## config.mk

```make
export PLATFORM = sky130hd
export DESIGN_NAME = char_rom_arbiter
export DESIGN_NICKNAME = d
export VERILOG_FILES = /design/src/rtl/char_rom_arbiter_pkg.sv /design/src/rtl/char_rom_arbiter_rr_pick.sv /design/src/rtl/char_rom_arbiter.sv
export SDC_FILE = /design/constraint.sdc
export NUM_CORES = 1
export LEC_CHECK = 0
export BUFFER_PORTS_ARGS = -buffer_cell sky130_fd_sc_hd__buf_2
export CAP_MARGIN = 20
export CORE_ASPECT_RATIO = 0.9
export CORE_UTILIZATION = 35
export CTS_CLUSTER_DIAMETER = 150
export DETAILED_ROUTE_END_ITERATION = 6
export PLACE_DENSITY = 0.67
export SETUP_SLACK_MARGIN = 0.15
export SLEW_MARGIN = 15
export SYNTH_ARGS = -nofsm -noshare
export SYNTH_HDL_FRONTEND = slang
export SYNTH_SLANG_ARGS = --single-unit
```

## constraint.sdc

```tcl
create_clock -name clk -period 7.2 [get_ports clk]
set_clock_uncertainty 0.15 [all_clocks]
set_input_delay 1.08 -clock clk [delete_from_list [all_inputs] [get_ports clk]]
set_output_delay 1.08 -clock clk [all_outputs]
set_load 0.02 [all_outputs]
```

## src/rtl/char_rom_arbiter_pkg.sv

```systemverilog
// Shared constants and types for the character-ROM arbiter.
package char_rom_arbiter_pkg;

  localparam int CHAR_W      = 8;
  localparam int YX_W        = 8;
  localparam int ROM_LAT_DEF = 1;

  // Requester slots used by the overlay renderers.
  localparam int REQ_GAMEOVER = 0;
  localparam int REQ_SCORE    = 1;
  localparam int REQ_MENU     = 2;

  // Requester index width; sized for the largest supported requester count (8).
  localparam int IDX_W = 3;

  // One entry of the tag pipeline: marks whether a ROM read was issued and for whom.
  typedef struct packed {
    logic             valid;
    logic [IDX_W-1:0] id;
  } tag_t;

  // Round-robin pointer advance: index after idx, wrapping at n-1.
  function automatic logic [IDX_W-1:0] wrap_inc(input logic [IDX_W-1:0] idx,
                                                input int unsigned      n);
    if (idx == IDX_W'(n - 1)) return '0;
    else                      return idx + 1'b1;
  endfunction

endpackage

```

## src/rtl/char_rom_arbiter_rr_pick.sv

```systemverilog
// Combinational round-robin picker: first eligible index at or after ptr, wrapping.
module rr_pick
  import char_rom_arbiter_pkg::*;
#(
  parameter int N_REQ = 3
) (
  input  logic [N_REQ-1:0] eligible,
  input  logic [IDX_W-1:0] ptr,
  output logic             any,
  output logic [IDX_W-1:0] win_idx,
  output logic [N_REQ-1:0] win_oh
);

  localparam int CW = IDX_W + 1;

  logic [CW-1:0] cand;

  // Walk offsets 0..N_REQ-1 from ptr; the first eligible candidate wins.
  always_comb begin
    any     = 1'b0;
    win_idx = '0;
    win_oh  = '0;
    cand    = '0;
    for (int k = 0; k < N_REQ; k++) begin
      cand = {1'b0, ptr} + CW'(k);
      if (cand >= CW'(N_REQ)) cand = cand - CW'(N_REQ);
      for (int i = 0; i < N_REQ; i++) begin
        if (!any && (cand == CW'(i)) && eligible[i]) begin
          any       = 1'b1;
          win_idx   = IDX_W'(i);
          win_oh[i] = 1'b1;
        end
      end
    end
  end

endmodule

```

## src/rtl/char_rom_arbiter.sv

```systemverilog
// Shares one registered character ROM between several text-overlay requesters.
// Requests are granted round-robin, one per cycle; a tag pipeline follows each
// read through the ROM so the returned code is strobed back to its owner.
//
// Handshake: req[i] is a level request, held (with req_yx[i] stable) until gnt[i]
// is seen. gnt[i] is a one-cycle registered pulse marking that the address was
// issued; the requester drops req or presents its next address in that cycle.
// A request still high while its gnt is visible is masked, so it is never granted
// twice for the same pulse. rd_valid[i] is a one-cycle pulse with rd_code valid
// for that cycle only; there is no back-pressure on the return path.
module char_rom_arbiter
  import char_rom_arbiter_pkg::*;
#(
  parameter int N_REQ   = 3,
  parameter int ROM_LAT = ROM_LAT_DEF
) (
  input  logic                  clk,
  input  logic                  rst_n,
  input  logic [N_REQ-1:0]      req,
  input  logic [YX_W*N_REQ-1:0] req_yx,
  output logic [N_REQ-1:0]      gnt,
  output logic [YX_W-1:0]       rom_char_yx,
  input  logic [CHAR_W-1:0]     rom_char_code,
  output logic [N_REQ-1:0]      rd_valid,
  output logic [CHAR_W-1:0]     rd_code
);

  logic [N_REQ-1:0]  gnt_q,      gnt_d;
  logic [YX_W-1:0]   yx_q,       yx_d;
  logic [IDX_W-1:0]  ptr_q,      ptr_d;
  logic [N_REQ-1:0]  rd_valid_q, rd_valid_d;
  logic [CHAR_W-1:0] rd_code_q,  rd_code_d;
  tag_t              tag_q [ROM_LAT+1];
  tag_t              tag_d [ROM_LAT+1];

  logic [N_REQ-1:0]  eligible;
  logic              pick_any;
  logic [IDX_W-1:0]  pick_idx;
  logic [N_REQ-1:0]  pick_oh;
  logic [YX_W-1:0]   pick_yx;
  tag_t              tag_out;

  // A requester whose grant is currently visible is masked from this round.
  assign eligible = req & ~gnt_q;

  rr_pick #(
    .N_REQ (N_REQ)
  ) u_pick (
    .eligible (eligible),
    .ptr      (ptr_q),
    .any      (pick_any),
    .win_idx  (pick_idx),
    .win_oh   (pick_oh)
  );

  // Issue side: grant pulse, ROM address mux and pointer advance.
  always_comb begin
    pick_yx = '0;
    for (int i = 0; i < N_REQ; i++) begin
      if (pick_oh[i]) pick_yx = req_yx[YX_W*i +: YX_W];
    end
    gnt_d = pick_any ? pick_oh : '0;
    yx_d  = pick_any ? pick_yx : yx_q;
    ptr_d = pick_any ? wrap_inc(pick_idx, N_REQ) : ptr_q;
  end

  // Tag pipeline: stage 0 is aligned with the issued address, stage ROM_LAT with the ROM data.
  always_comb begin
    tag_d[0].valid = pick_any;
    tag_d[0].id    = pick_idx;
    for (int s = 1; s <= ROM_LAT; s++) tag_d[s] = tag_q[s-1];
  end

  // Return side: strobe the owner of the emerging tag and capture the ROM data.
  always_comb begin
    tag_out    = tag_q[ROM_LAT];
    rd_valid_d = '0;
    for (int i = 0; i < N_REQ; i++) begin
      if (tag_out.valid && (tag_out.id == IDX_W'(i))) rd_valid_d[i] = 1'b1;
    end
    rd_code_d = tag_out.valid ? rom_char_code : '0;
  end

  // State registers; reset drops every in-flight tag so no stale read is strobed.
  always_ff @(posedge clk) begin
    if (!rst_n) begin
      gnt_q      <= '0;
      yx_q       <= '0;
      ptr_q      <= '0;
      rd_valid_q <= '0;
      rd_code_q  <= '0;
      for (int s = 0; s <= ROM_LAT; s++) tag_q[s] <= '0;
    end else begin
      gnt_q      <= gnt_d;
      yx_q       <= yx_d;
      ptr_q      <= ptr_d;
      rd_valid_q <= rd_valid_d;
      rd_code_q  <= rd_code_d;
      for (int s = 0; s <= ROM_LAT; s++) tag_q[s] <= tag_d[s];
    end
  end

  assign gnt         = gnt_q;
  assign rom_char_yx = yx_q;
  assign rd_valid    = rd_valid_q;
  assign rd_code     = rd_code_q;

endmodule

```

==> results of run 1 <==
==> sequential cells by signal, indices dropped and copies added, names as in the netlist <==
signal       flops
tag_q            6
rd_code          8
ptr_q            3
rd_valid         3
rom_char_yx      8
gnt              3
==> cells in the final DEF (no fill, tap or decap), types with 6 or more instances in the layout <==
cell type	count
buf_2	58
ha_1	6
nand2b_1	8
a211oi_1	9
a22o_1	8
dfxtp_1	31
nor3_1	7
inv_1	23
a21oi_1	21
clkbuf_8	6
and3_1	11
==> logic make-up (layout without fill, tap and decap cells) <==
kind of cell / after synthesis / count (layout) / synth area share [%]
adders and majority gates: 6 / 6 / 4.169
buffers and inverters: 37 / 90 / 10.21
and+or+nand+nor: 65 / 65 / 22.31
AOI/OAI and AO/OA: 64 / 64 / 27.17
muxes: 2 / 2 / 1.181
xor gates and xnor gates: 1 / 1 / 0.4865
DFF: 31 / 31 / 34.47
==> layer usage <==
layer | track usage [%] | vias to the layer above | wire [um]
met3 | 5.098 | 4 | 299
met4 | 3.774 | 0 | 30
li1 | - | 844 | -
met1 | 21.50 | 768 | 1971
met5 | 0 | - | 0
met2 | 21.34 | 59 | 1681
==> worst max-delay path, delay by kind of cell, from the launching register on <==
| family | cells | cell delay (ns) |
|---|---|---|
| AOI/OAI and AO/OA | 5 | 1.45 |
| DFF | 1 | 0.88 |
| adders and majority gates | 1 | 0.51 |
| and+or+nand+nor | 2 | 0.49 |
==> metrics by stage <==
step | utilization, % | total power, mW | area (sq um) | instances
after floorplan | - | 0.8128 | 1800 | 206
after global placement | 42.46 | 0.8782 | 2078 | 316
after detailed placement | 42.46 | 0.8836 | 2078 | 316
after CTS | 44.86 | 1.061 | 2196 | 324
after global routing | 44.86 | 1.146 | 2196 | 324
final | 44.86 | 1.060 | 2196 | 324
==> final cells by class <==
class / instances / area share (%)
inverters: 24 / 4.103
repair buffers: 58 / 13.22
multi-input cells: 138 / 45.36
clock buffers: 6 / 3.761
clock inverters: 2 / 1.595
flip-flops and latches: 31 / 28.26
well taps: 65 / 3.704
==> worst max path at each step <==
stage | startpoint | to | slack (ns) | cells past startpoint
after floorplan | ptr_q[1] | rom_char_yx[0] | 4.44 | 11
after global placement | ptr_q[0] | rom_char_yx[2] | 3.74 | 8
after detailed placement | ptr_q[0] | rom_char_yx[7] | 3.70 | 8
after CTS | ptr_q[0] | rom_char_yx[7] | 3.71 | 8
after global routing | ptr_q[0] | rom_char_yx[7] | 3.34 | 8
final | ptr_q[0] | rom_char_yx[7] | 3.63 | 8
==> where the power goes <==
group	total [mW]	switching, mW	internal (mW)
combinational	0.627	0.350	0.277
clock	0.175	0.0634	0.112
sequential	0.258	0.0412	0.217
total	1.06	0.454	0.606
==> run metrics, run 1 <==
Syn. warnings=0; CTS tree=yes; core footprint=roughly 4900 sq um; Hold WC Path Type=register to register; worst reg2reg startpoint=ptr_q[0]; GPL Wtd Cong=roughly 0.85; critical path fanouts, max=28; Inserted Clock Buffers=5; PnR worst setup slack=~3.6 ns; die area=roughly 5400 sq um; clock-pin slew on the worst setup and hold paths=roughly 0.070 ns; post-synth top area cell=dfxtp_1; antenna cells=0; post-CTS sizing=0; Tcrit/Tclk final=between 40% and 50%; area occupied by multi-input gates=996.0 sq um; Layout area overhead=21.96%; vias per std cell=a little over 5; critical path cell sequence=ha_1, or3_1, a211oi_1, nand2b_1, a2bb2oi_1, a21oi_2, a21oi_1, a211oi_1; final WL=between 3000 and 4000 um; # nets final=approximately 300; Top cell by count, worst path=a211oi_1; Clk Latency, worst-skew pair=around 0.28 ns; count leader, synth=dfxtp_1; PortBufs=58; RSZ-0062 raised after global routing=false; final HPWL from detailed placement=2807 um; Place WS=about 3.7 ns; Net Count, Synth=around 250; I/O pins=59; hold_buf cts=0; Slew Limit Fails=0; asr flop ratio synth=0%; register-to-register setup slack=~3.6 ns; wire per inst=about 12 um; setup TNS=0 ns; Worst Hold End=tag_q[0][5]; drc violations=0; Worst Path Class, Setup=register to register; Hold Fails Final Rpt=0; R2R depth=8; CP max stage delay=around 0.88 ns; worst slew pin tran=about 0.85 ns; Slew headroom=between 40% and 50%; Post-DRT Antenna Nets=0; via count=between 1.5k and 2k; arrival time at the worst endpoint=3.61 ns; Peak VDD IR=~0.26 mV; Synth area leaders=dfxtp_1 (34%), a21oi_1 (5.8%), inv_1 (4.8%); Setup Buffers After CTS=0; Tmin final=~3.6 ns; number of synthesized flops with an enable pin=0; hold slack=between 0.2 and 0.3 ns; leakage=roughly 1.0 nW; Overall Global Routing Usage=between 10% and 20%; Crit-path slowest cell=dfxtp_1; CP Launch Type=register; vias in the first global route=~1.4k; Setup crit end kind=register; hold depth=1; HP Start=tag_q[0][1]; top cell type's share of synthesized area=between 30 and 40%; fraction of layout cells with a size suffix above 1=~30%; drt first pass iters=4; critical path data required time=a little over 7 ns; initial antenna violation count=0; Die Height=70.04 um; fmax=approximately 0.28 GHz; Post-synth top cells=dfxtp_1 (31), inv_1 (23), a21oi_1 (21); FF/Latch Area=between 600 and 700 sq um; total global routing overflow=0; register area share after synthesis=roughly a third; Cell variety after synth=56; # setup viols final=0; Iter 0 DRT Violations=~170; clock sink count=31; clk buf depth=2; ys flop type=dfxtp_1; status=complete, no violations; R2R Path End=rom_char_yx[7]; Root Buffer=clkbuf_8; Avg Synthesized Cell Area=between 8 and 9 sq um; Synth Instances=206; largest net degree at the start of global routing=29; H-Tree Depth=2; #FFs+latches synth=31; Die Width=77.60 um; Cell Pwr Density=between 400 and 500 nW/um^2; first-pass GRT wire length=6486 um; Fill cells=just under 500; Max Cap Viol=0; mapped cell area=1800 sq um; num rows=24; Initial Util=36.78%
Note: power is estimated with default switching activity, not from simulation.
==> run 2: changes to the inputs <==
clock period = 3.7 ns   (was 7.2 ns; I/O delays follow)
==> run metrics, run 2 (synthesis gave the netlist of run 1 again) <==
final WL=between 4000 and 5000 um; first-pass GRT wire length=between 6000 and 7000 um; num rows=24; initial antenna violation count=0; vias in the first global route=1491; PortBufs=58; total global routing overflow=0; GPL Wtd Cong=roughly 0.86; Max Cap Viol=0; Hold WC Path Type=register to register; Die Height=70.04 um; fraction of layout cells with a size suffix above 1=30.53%; largest net degree at the start of global routing=28; Post-DRT Antenna Nets=0; most frequent cells in the layout=buf_2 (58), dfxtp_1 (31), inv_1 (23); leakage=1.033 nW; hold slack=roughly 0.28 ns; Initial Util=36.78%; Inserted Clock Buffers=5; Worst Path Class, Setup=register to register; Tmin final=3.104 ns; setup TNS=0 ns; Cell Pwr Density=between 900 and 1000 nW/um^2; Layout area overhead=23.21%; I/O pins=between 50 and 60; CTS tree=yes; clock sink count=31; Slew headroom=a little over two thirds; critical path fanouts, max=19; Clk Latency, worst-skew pair=approximately 0.28 ns; Overall Global Routing Usage=between 10% and 20%; PnR worst setup slack=~0.60 ns; critical path data required time=3.74 ns; wire per inst=around 13 um; Die Width=between 70 and 80 um; final HPWL from detailed placement=between 3000 and 4000 um; hold_buf cts=0; die area=approximately 5400 sq um; Hold Fails Final Rpt=0; Final Non-Filler Cells=about 330; R2R depth=9; post-CTS sizing=0; antenna cells=0; Setup Buffers After CTS=0; core footprint=slightly below 5000 sq um; drt first pass iters=4; # placed instances=between 300 and 400; # nets final=304; Tcrit/Tclk final=a little over four fifths; status=complete, no violations; commonest non-fill, non-tap cell in the layout=buf_2; Final Util=between 40% and 50%; via count=between 1.5k and 2k; vias per std cell=5.055; arrival time at the worst endpoint=about 3.1 ns; worst slew pin tran=between 0.4 and 0.5 ns; Root Buffer=clkbuf_8; Place WS=roughly 0.58 ns; # setup viols final=0; Setup crit end kind=register; Iter 0 DRT Violations=around 140; Slew Limit Fails=0; RSZ-0062 raised after global routing=false; H-Tree Depth=2; Peak VDD IR=between 0.4 and 0.5 mV; fmax=0.3221 GHz; CP Launch Type=register; drc violations=0; hold depth=1; clk buf depth=2; clock-pin slew on the worst setup and hold paths=about 0.060 ns
[run 2: metrics by stage]
stage,power [mW],area (sq um)
2_1_floorplan,1.582,1800
3_3_place_gp,1.755,2101
3_5_place_dp,1.770,2101
4_1_cts,2.114,2218
5_1_grt,2.270,2218
6_report,2.103,2218
[run 2: layout make-up]
type | count | area, sq um
clock buffer | 6 | 82.58
clock inverter | 2 | 35.03
sequential | 31 | 620.6
timing repair buffer | 61 | 312.8
multi-input combinational | 138 | 996.0
fill | 503 | 2676
tap | 65 | 81.33
inverter | 24 | 90.09
[run 2: worst max-delay path, stage by stage (launching register included)]
cell and delay [ns]:
dfxtp_1 0.52, inv_1 0.15, ha_1 0.35, or3b_1 0.41
a211oi_2 0.31, nor2_1 0.09, a211o_1 0.31, o2bb2ai_4 0.39
a21oi_1 0.09, a211oi_1 0.23
[run 2: routing by layer]
layer / track usage, % / up-vias / wire, um
met5: 0 / - / 0
met4: 5.031 / 0 / 44
met3: 5.098 / 5 / 286
met2: 24.48 / 45 / 1802
met1: 21.30 / 752 / 2009
li1: - / 851 / -
[run 2: report_power, final]
| part | internal, mW | leakage, nW | switching [mW] | total (mW) |
|---|---|---|---|---|
| Sequential | 0.423 | 0.254 | 0.0421 | 0.465 |
| Combinational | 0.561 | 0.718 | 0.738 | 1.30 |
| Clock | 0.218 | 0.0612 | 0.122 | 0.339 |
[run 2: final timing paths]
check	from	to	slack (ns)
worst max-delay path	ptr_q[2]	rom_char_yx[3]	0.60
worst min-delay path	tag_q[0][3]	tag_q[0][7]	0.28
worst max register to register	ptr_q[2]	rom_char_yx[3]	0.60
worst min register to register	tag_q[0][3]	tag_q[0][7]	0.28
